[config.mk]
export PLATFORM = sky130hd
export DESIGN_NAME = flist_ll
export DESIGN_NICKNAME = d
export VERILOG_FILES = /design/src/rtl/flist_ll.sv
export SDC_FILE = /design/constraint.sdc
export NUM_CORES = 2
export LEC_CHECK = 0
export BUFFER_PORTS_ARGS = -buffer_cell sky130_fd_sc_hd__buf_2
export CORE_MARGIN = 1.5
export CORE_UTILIZATION = 54
export CTS_CLUSTER_DIAMETER = 100
export CTS_CLUSTER_SIZE = 8
export DETAILED_ROUTE_END_ITERATION = 16
export PLACE_DENSITY = 0.69
export SLEW_MARGIN = 10
export SYNTH_ARGS = -nofsm -noshare
export SYNTH_HDL_FRONTEND = slang
export SYNTH_SLANG_ARGS = --single-unit
[constraint.sdc]
create_clock -name clk -period 14.8 [get_ports clk]
set_input_delay 2.96 -clock clk [delete_from_list [all_inputs] [get_ports clk]]
set_output_delay 2.96 -clock clk [all_outputs]
set_load 0.01 [all_outputs]
[src/rtl/flist_ll.sv]
// flist_ll: linked-list free-list manager for buffer/descriptor IDs.
// FIFO reissue order, simultaneous alloc+dealloc, double-free detection.
module flist_ll #(
  parameter int DEPTH = 256,
  parameter int ID_W  = 8
) (
  input  logic            clk,
  input  logic            rst_n,
  output logic            init_done,
  input  logic            alloc_req,
  output logic            alloc_ack,
  output logic [ID_W-1:0] alloc_id,
  input  logic            dealloc_req,
  input  logic [ID_W-1:0] dealloc_id,
  output logic            dealloc_ack,
  output logic            dealloc_err,
  output logic [ID_W:0]   free_count,
  output logic            empty
);

  localparam int IW = (DEPTH > 1) ? $clog2(DEPTH) : 1;

  typedef logic [ID_W-1:0] id_t;
  typedef logic [ID_W:0]   cnt_t;
  typedef logic [IW-1:0]   ix_t;
  typedef enum logic {S_INIT, S_RUN} state_e;

  localparam cnt_t DEPTH_C = cnt_t'(DEPTH);
  localparam id_t  LAST    = id_t'(DEPTH - 1);

  state_e state_q, state_d;
  id_t    idx_q, idx_d;
  id_t    head_q, head_d;
  id_t    tail_q, tail_d;
  cnt_t   cnt_q, cnt_d;
  logic   err_q, err_d;

  id_t    next_q [DEPTH];
  logic   busy_q [DEPTH];

  logic   run, a_fire, d_req, d_rng, d_busy, d_ok;
  ix_t    h_ix, d_ix, nx_wa;
  id_t    nx_wd;
  logic   nx_we, bs_init;

  assign run  = (state_q == S_RUN);
  assign h_ix = head_q[IW-1:0];
  assign d_ix = dealloc_id[IW-1:0];

  assign init_done   = run;
  assign alloc_ack   = run & (cnt_q != '0);
  assign alloc_id    = head_q;
  assign dealloc_ack = run;
  assign dealloc_err = err_q;
  assign free_count  = cnt_q;
  assign empty       = (cnt_q == '0);

  // Dealloc is valid only for an in-range, allocated ID that is not the
  // head being handed out in this same cycle.
  assign a_fire = alloc_req & alloc_ack;
  assign d_req  = dealloc_req & run;
  assign d_rng  = ({1'b0, dealloc_id} < DEPTH_C);
  assign d_busy = d_rng & busy_q[d_ix];
  assign d_ok   = d_req & d_busy
                & ~(a_fire & (dealloc_id == head_q));
  assign err_d  = d_req & ~d_ok;

  // Next-state: init walk, then list head/tail/count updates.
  always_comb begin
    state_d = state_q;
    idx_d   = idx_q;
    head_d  = head_q;
    tail_d  = tail_q;
    cnt_d   = cnt_q;
    nx_we   = 1'b0;
    nx_wa   = tail_q[IW-1:0];
    nx_wd   = dealloc_id;
    bs_init = 1'b0;
    unique case (state_q)
      S_INIT: begin
        nx_we   = 1'b1;
        nx_wa   = idx_q[IW-1:0];
        nx_wd   = idx_q + id_t'(1);
        bs_init = 1'b1;
        idx_d   = idx_q + id_t'(1);
        if (idx_q == LAST) begin
          state_d = S_RUN;
          idx_d   = '0;
          head_d  = '0;
          tail_d  = LAST;
          cnt_d   = DEPTH_C;
        end
      end
      S_RUN: begin
        if (a_fire) begin
          if (d_ok && cnt_q == cnt_t'(1)) begin
            head_d = dealloc_id;
          end else begin
            head_d = next_q[h_ix];
          end
        end
        if (d_ok) begin
          tail_d = dealloc_id;
          if (cnt_q == '0) begin
            head_d = dealloc_id;
          end else begin
            nx_we = 1'b1;
          end
        end
        cnt_d = cnt_q + cnt_t'(d_ok) - cnt_t'(a_fire);
      end
      default: ;
    endcase
  end

  // Control registers, cleared asynchronously.
  always_ff @(posedge clk or negedge rst_n) begin
    if (!rst_n) begin
      state_q <= S_INIT;
      idx_q   <= '0;
      head_q  <= '0;
      tail_q  <= '0;
      cnt_q   <= '0;
      err_q   <= 1'b0;
    end else begin
      state_q <= state_d;
      idx_q   <= idx_d;
      head_q  <= head_d;
      tail_q  <= tail_d;
      cnt_q   <= cnt_d;
      err_q   <= err_d;
    end
  end

  // Pointer array and busy bitmap; rebuilt by the init walk.
  always_ff @(posedge clk) begin
    if (nx_we) next_q[nx_wa] <= nx_wd;
    if (bs_init) busy_q[idx_q[IW-1:0]] <= 1'b0;
    if (a_fire) busy_q[h_ix] <= 1'b1;
    if (d_ok) busy_q[d_ix] <= 1'b0;
  end

endmodule

### After elaboration in Yosys (flattened, before gate mapping)

Memories as Yosys holds them, arrays and structs flattened.
Index checks and enable logic that the tools add are counted.

| word-level totals | value |
|---|---|
| flip-flop bits (word level) | 35 |
| bits in writable memories | 2304 |
| bits of input ports | 12 |
| output and inout bits | 22 |
| logic and storage cells | 60 |
| memories kept | 2 |

| operators by class | value |
|---|---|
| add/subtract/negate cells | 3 |
| equal/unequal tests | 5 |
| multiplexer cells | 29 |
| bitwise logic cells | 10 |
| reductions and logical operators | 5 |

Memories:

| memory | words | bits a word | rd ports | clocked after Yosys merged registers in | wr ports | RTL line | source |
|---|---|---|---|---|---|---|---|
| next_q | 256 | 8 | 1 | 0 | 1 | 38 | `id_t next_q [DEPTH];` |
| busy_q | 256 | 1 | 1 | 0 | 2 | 39 | `logic busy_q [DEPTH];` |

Operators with widths:

| kind | number |
|---|---|
| 2-to-1 mux 8 bit | 11 |
| one-hot mux 8 bit (2 select lines) | 2 |
| one-hot mux 9 bit (2 select lines) | 1 |
| 2-to-1 mux 1 bit | 13 |
| adder 9 x 1 -> 9 bit | 1 |
| equality test 9 x 1 -> 1 bit, second input constant | 1 |
| zero test 9 bit | 1 |
| 2-to-1 mux 9 bit | 1 |
| nonzero test 9 bit | 1 |
| subtractor 9 x 1 -> 9 bit | 1 |
| adder 8 x 1 -> 8 bit, second input constant | 1 |
| equality test 8 bit | 1 |
| equality test 8 bit, second input constant | 1 |
| bitwise AND 1 bit | 7 |
| NOT 1 bit | 3 |
| != test 2 x 1 -> 1 bit, second input constant | 1 |
| != test 2 bit, second input constant | 1 |
| one-hot mux 1 bit (2 select lines) | 1 |
| AND reduction 2 bit | 1 |
| logical AND 1 bit | 1 |
| OR reduction 1 bit | 1 |

### Depth between registers and ports, before layout

| depth | value |
|---|---|
| depth after elaboration | 12 |
| mapped depth | 26 |
| gate-level depth less buffers | 21 |

### Worst setup path after synthesis

Ideal clock, no wire load.

| path | value |
|---|---|
| path kind | reg-to-reg |
| from | register idx_q[2] |
| to | memory next_q[0][7] in the netlist's numbering (data pin) |
| setup time | 2.187 ns |
| arrival | 11.392 ns |
| required time | 12.613 ns |
| slack | 1.220 ns |
| cell stages (with the launch flop) | 8 |
| buffers on the path | 2 |
| period minus slack after synthesis | 13.580 ns |
| cell sequence | dfrtp_1 -> clkbuf_1 -> and3_1 -> and3_1 -> clkbuf_1 -> nand3_1 -> xor2_1 -> o21ai_0 |

| on the way | value |
|---|---|
| word-level cells in the longest chain between the ends | 2 |

RTL lines:

| item | RTL line | source |
|---|---|---|
| start: declaration | 32 | `id_t idx_q, idx_d;` |
| start signal: assignment | 127 | `idx_q <= idx_d;` |
| adder 8 x 1 -> 8 bit | 83 | `nx_wd = idx_q + id_t'(1);` |
| 2-to-1 mux 8 bit | 79 | `unique case (state_q)` |
| net nx_wd[7] | 43 | `id_t nx_wd;` |
| end: declaration | 38 |  |

The timed path passes the listed nets, and every way through them passes these cells.

### Final worst setup path

| path | value |
|---|---|
| from | input dealloc_id[0] |
| to | memory next_q[160][0] in the netlist's numbering (enable) |

| on the way | value |
|---|---|
| word-level cells in the longest chain between the ends | 8 |
| elaborated cells between the ends (all ways) | 10 |
| classes of those cells | 1 x eq/ne; 4 x mux; 4 x bitwise; 1 x memory |

RTL lines:

| item | RTL line | source |
|---|---|---|
| start: declaration | 14 | `input logic [ID_W-1:0] dealloc_id,` |
| parallel branches: the longest is 3 deep, another holds memory (256 x 1 bit) | -- |  |
| bitwise AND 1 bit * | 65 | `& ~(a_fire & (dealloc_id == head_q));` |
| 2-to-1 mux 1 bit * | 102 | `if (d_ok) begin` |
| one-hot mux 1 bit (2 select lines) * | 79 |  |
| 2-to-1 mux 1 bit * | 137 | `if (nx_we) next_q[nx_wa] <= nx_wd;` |
| 2-to-1 mux 1 bit (implied by the code) * | 137 |  |

Every way passes the cells marked *.

==> results.toml <==
[status]
outcome = "complete, no violations"

[place]
port_buffers = 33
pre_cts_ws_ns = 6.32
placed_cells = 7767
place_area_sq_um = 98400
place_hpwl_um = 172000
finalWeightedCongestion = 0.970

[synth]
synthFlopType = "edfxtp_1"
yosysUniqueCellTypes = 86
yosysTopAreaCell = "edfxtp_1"
synth_seq_cells = 2339
syn_area_sq_um = 96100
synth.avg_cell_area_sq_um = 17.0
synth.most_common_cell = "edfxtp_1"
ys_top_cells_by_area = "edfxtp_1 64%, mux4_2 11%, mux2i_1 6.4%"
ys_warn_count = 0
synthArstFlopShare_pct = 1.50
synth_cells = 5661
ys_seq_area_share_pct = 70.2
synth_edf_count = 2048
syn_nets = 5687
synth_common_cells = "2048 x edfxtp_1, 617 x mux2i_1, 476 x nor2_1"
synth_top_area_share_pct = 64.0

[timing]
tightest_slew_ns = 1.38
slew_headroom_pct = 7.72
finalSetupViolations = 0
timing.final.crit_share_pct = 51.9
setup_ws_ns = 7.12
holdWs_ns = 0.518
fin_crit_ns = 7.68
skew_ns = 0.0766
hold_violations = 0
max_freq_mhz = 130
setup_tns_ns = 0
final_max_slew_viol_count = 0
rsz0062_at_grt = "false"

[clock_tree]
cts_root_buffer = "clkbuf_16"
cts_tree = "built"
cts_setup_buffers = 0
h-tree-depth = 5
cts_buffer_depth = 4
cts_num_sinks = 2339
cts_hold_buf = 0
clkTransAtPathRegs_ns = 0.05
worstSkewPairLatency_ns = 0.95
cts_buffers = 342
cts_resized = 0

[grt]
antenna_found_initial = 10
grt_pass1_vias = 54018
overflow = 0
grt_max_degree = 217
grt_pass1_wl_um = 402000
track_usage_pct = 31.3

[worst_setup_path]
required_ns = 15.35
crit_top_cell = "buf_4"
cpLargestDelayFamily = "buffers and inverters"
path_max_fanout = 56
path_cells = "buf_6 -> buf_4 -> mux4_2 -> o211ai_1 -> nand2_1 -> o311a_1 -> o211ai_4 -> buf_4 -> nor3b_4 -> a32oi_4 -> buf_4 -> buf_4 -> nor2_1"
path_depth = 13
cp_slowest_cell = "buf_4"
reg2reg_depth = 13
max_stage_delay_ns = 0.75
arrival_ns = 8.23
crit_type = "in2reg"
cp-start-kind = "input port"
critPathCaptureType = "flip-flop"
cp_num_buf_inv = 5

[job]
maxCapViolCount = 0

[finish]
utilization_pct = 60.8
drive_above_1_share_pct = 18.9
synthToLayoutAreaGrowth_pct = 11.7
fin_area_sq_um = 107000
stdcell_count = 8157
num-nets-final = 5797
n_fill_cell = 12571

[route]
drt_iter0_markers = 8419
wl_per_cell_um = 34.7
via_per_inst = 6.87
ant_nets = 0
vias = 56040
drc_errors = 0
drtPass1Iterations = 11
drt_wl_total_um = 283000

[hold_path]
hold_path_class = "reg2reg"
whs_path_depth = 2

[die]
die-area_sq_um = 181000
floorplan.initialDensity_pct = 54.5
die_w_um = 425
coreArea_sq_um = 176000
num_rows = 154
io_pins = 34
die_y_um = 425

[power]
leakagePower_nw = 31.7
p_per_area_nw_per_um2 = 130
peakVddDrop_mv = 0.127
fin_total_pwr_mw = 13.9
==> metal layers <==
layer,track usage (%),vias to the layer above,routed length [um]
met5,0.159,-,109
met4,15.4,16,15500
met3,9.76,823,35700
met2,44.9,4177,124000
met1,43.4,28453,107000
li1,-,22571,-
==> tightest hold or removal path, stage by stage (launching register included) <==
cell	delay (ns)
dfxtp_1	0.30
mux2i_1	0.12
a21oi_1	0.05
==> layout make-up <==
cell class                 instances  area [sq um]  share of cell area, %
inverter                          32           133                  0.124
multi-input combinational       2920         26700                   24.9
antenna                            9          22.5                 0.0210
tap                             2340          2930                   2.73
timing repair buffer             136          1080                   1.01
sequential                      2339         67500                   62.9
clock buffer                     376          8880                   8.27
clock inverter                     5          68.8                 0.0641
==> placed cells by master, fill, tap and decap left out, types with 8 or more instances in the layout <==
cell type     n
o31ai_1      20
ha_1         13
nor3_4       10
buf_2        32
nand2_1     294
clkbuf_16   351
o21ai_0      84
nor4_1       11
nor2_1      465
mux2i_1     617
nand2b_1     33
o22ai_1      19
a21oi_1     314
buf_12       11
o211ai_1     11
buf_4        92
a221o_1      26
edfxtp_1   2048
xor2_1       18
a221oi_1    117
a31oi_1      14
o21ai_1      10
diode_2       9
mux4_2      452
nand3_1      35
nor3_1       43
a22oi_1      42
and3_1        8
dfxtp_1     256
inv_1        25
nor2b_1      13
mux2_2       10
a311oi_1     11
clkbuf_1     25
a211oi_1     11
nor2_2       76
dfrtp_1      28
==> logic make-up after synthesis <==
family	after synthesis	synth area share [%]
AO/OA/AOI/OAI	775	5.37
flip-flops	2339	70.2
buffers and inverters	402	2.22
multiplexers	1079	17.1
adder cells (fa/ha/maj)	14	0.190
AND/OR/NAND/NOR	1027	4.66
XOR/XNOR	25	0.228
==> where the power goes <==
group | switching, mW | internal [mW]
logic | 0.0476 | 0.0164
clock network | 2.63 | 4.15
registers | 0 | 7.08
total | 2.67 | 11.2
==> flip-flops by register name, indices dropped and copies added, names as in the netlist <==
name / flops
idx_q: 8
tail_q: 8
next_q: 2048
dealloc_ack: 1
dealloc_err: 1
alloc_id: 8
busy_q: 256
free_count: 9
==> worst paths after layout <==
path	endpoint	start	slack, ns
worst min-delay path	busy_q[174]	busy_q[174]	0.52
worst max-delay path	next_q[160][0]	dealloc_id[0]	7.12
min in group asynchronous	free_count[8]	rst_n	2.20
worst max register to register	alloc_id[1]	alloc_id[0]	8.61
worst min register to register	busy_q[174]	busy_q[174]	0.52
max in group asynchronous	alloc_id[2]	rst_n	11.90
Note: power is estimated with default switching activity, not from simulation.
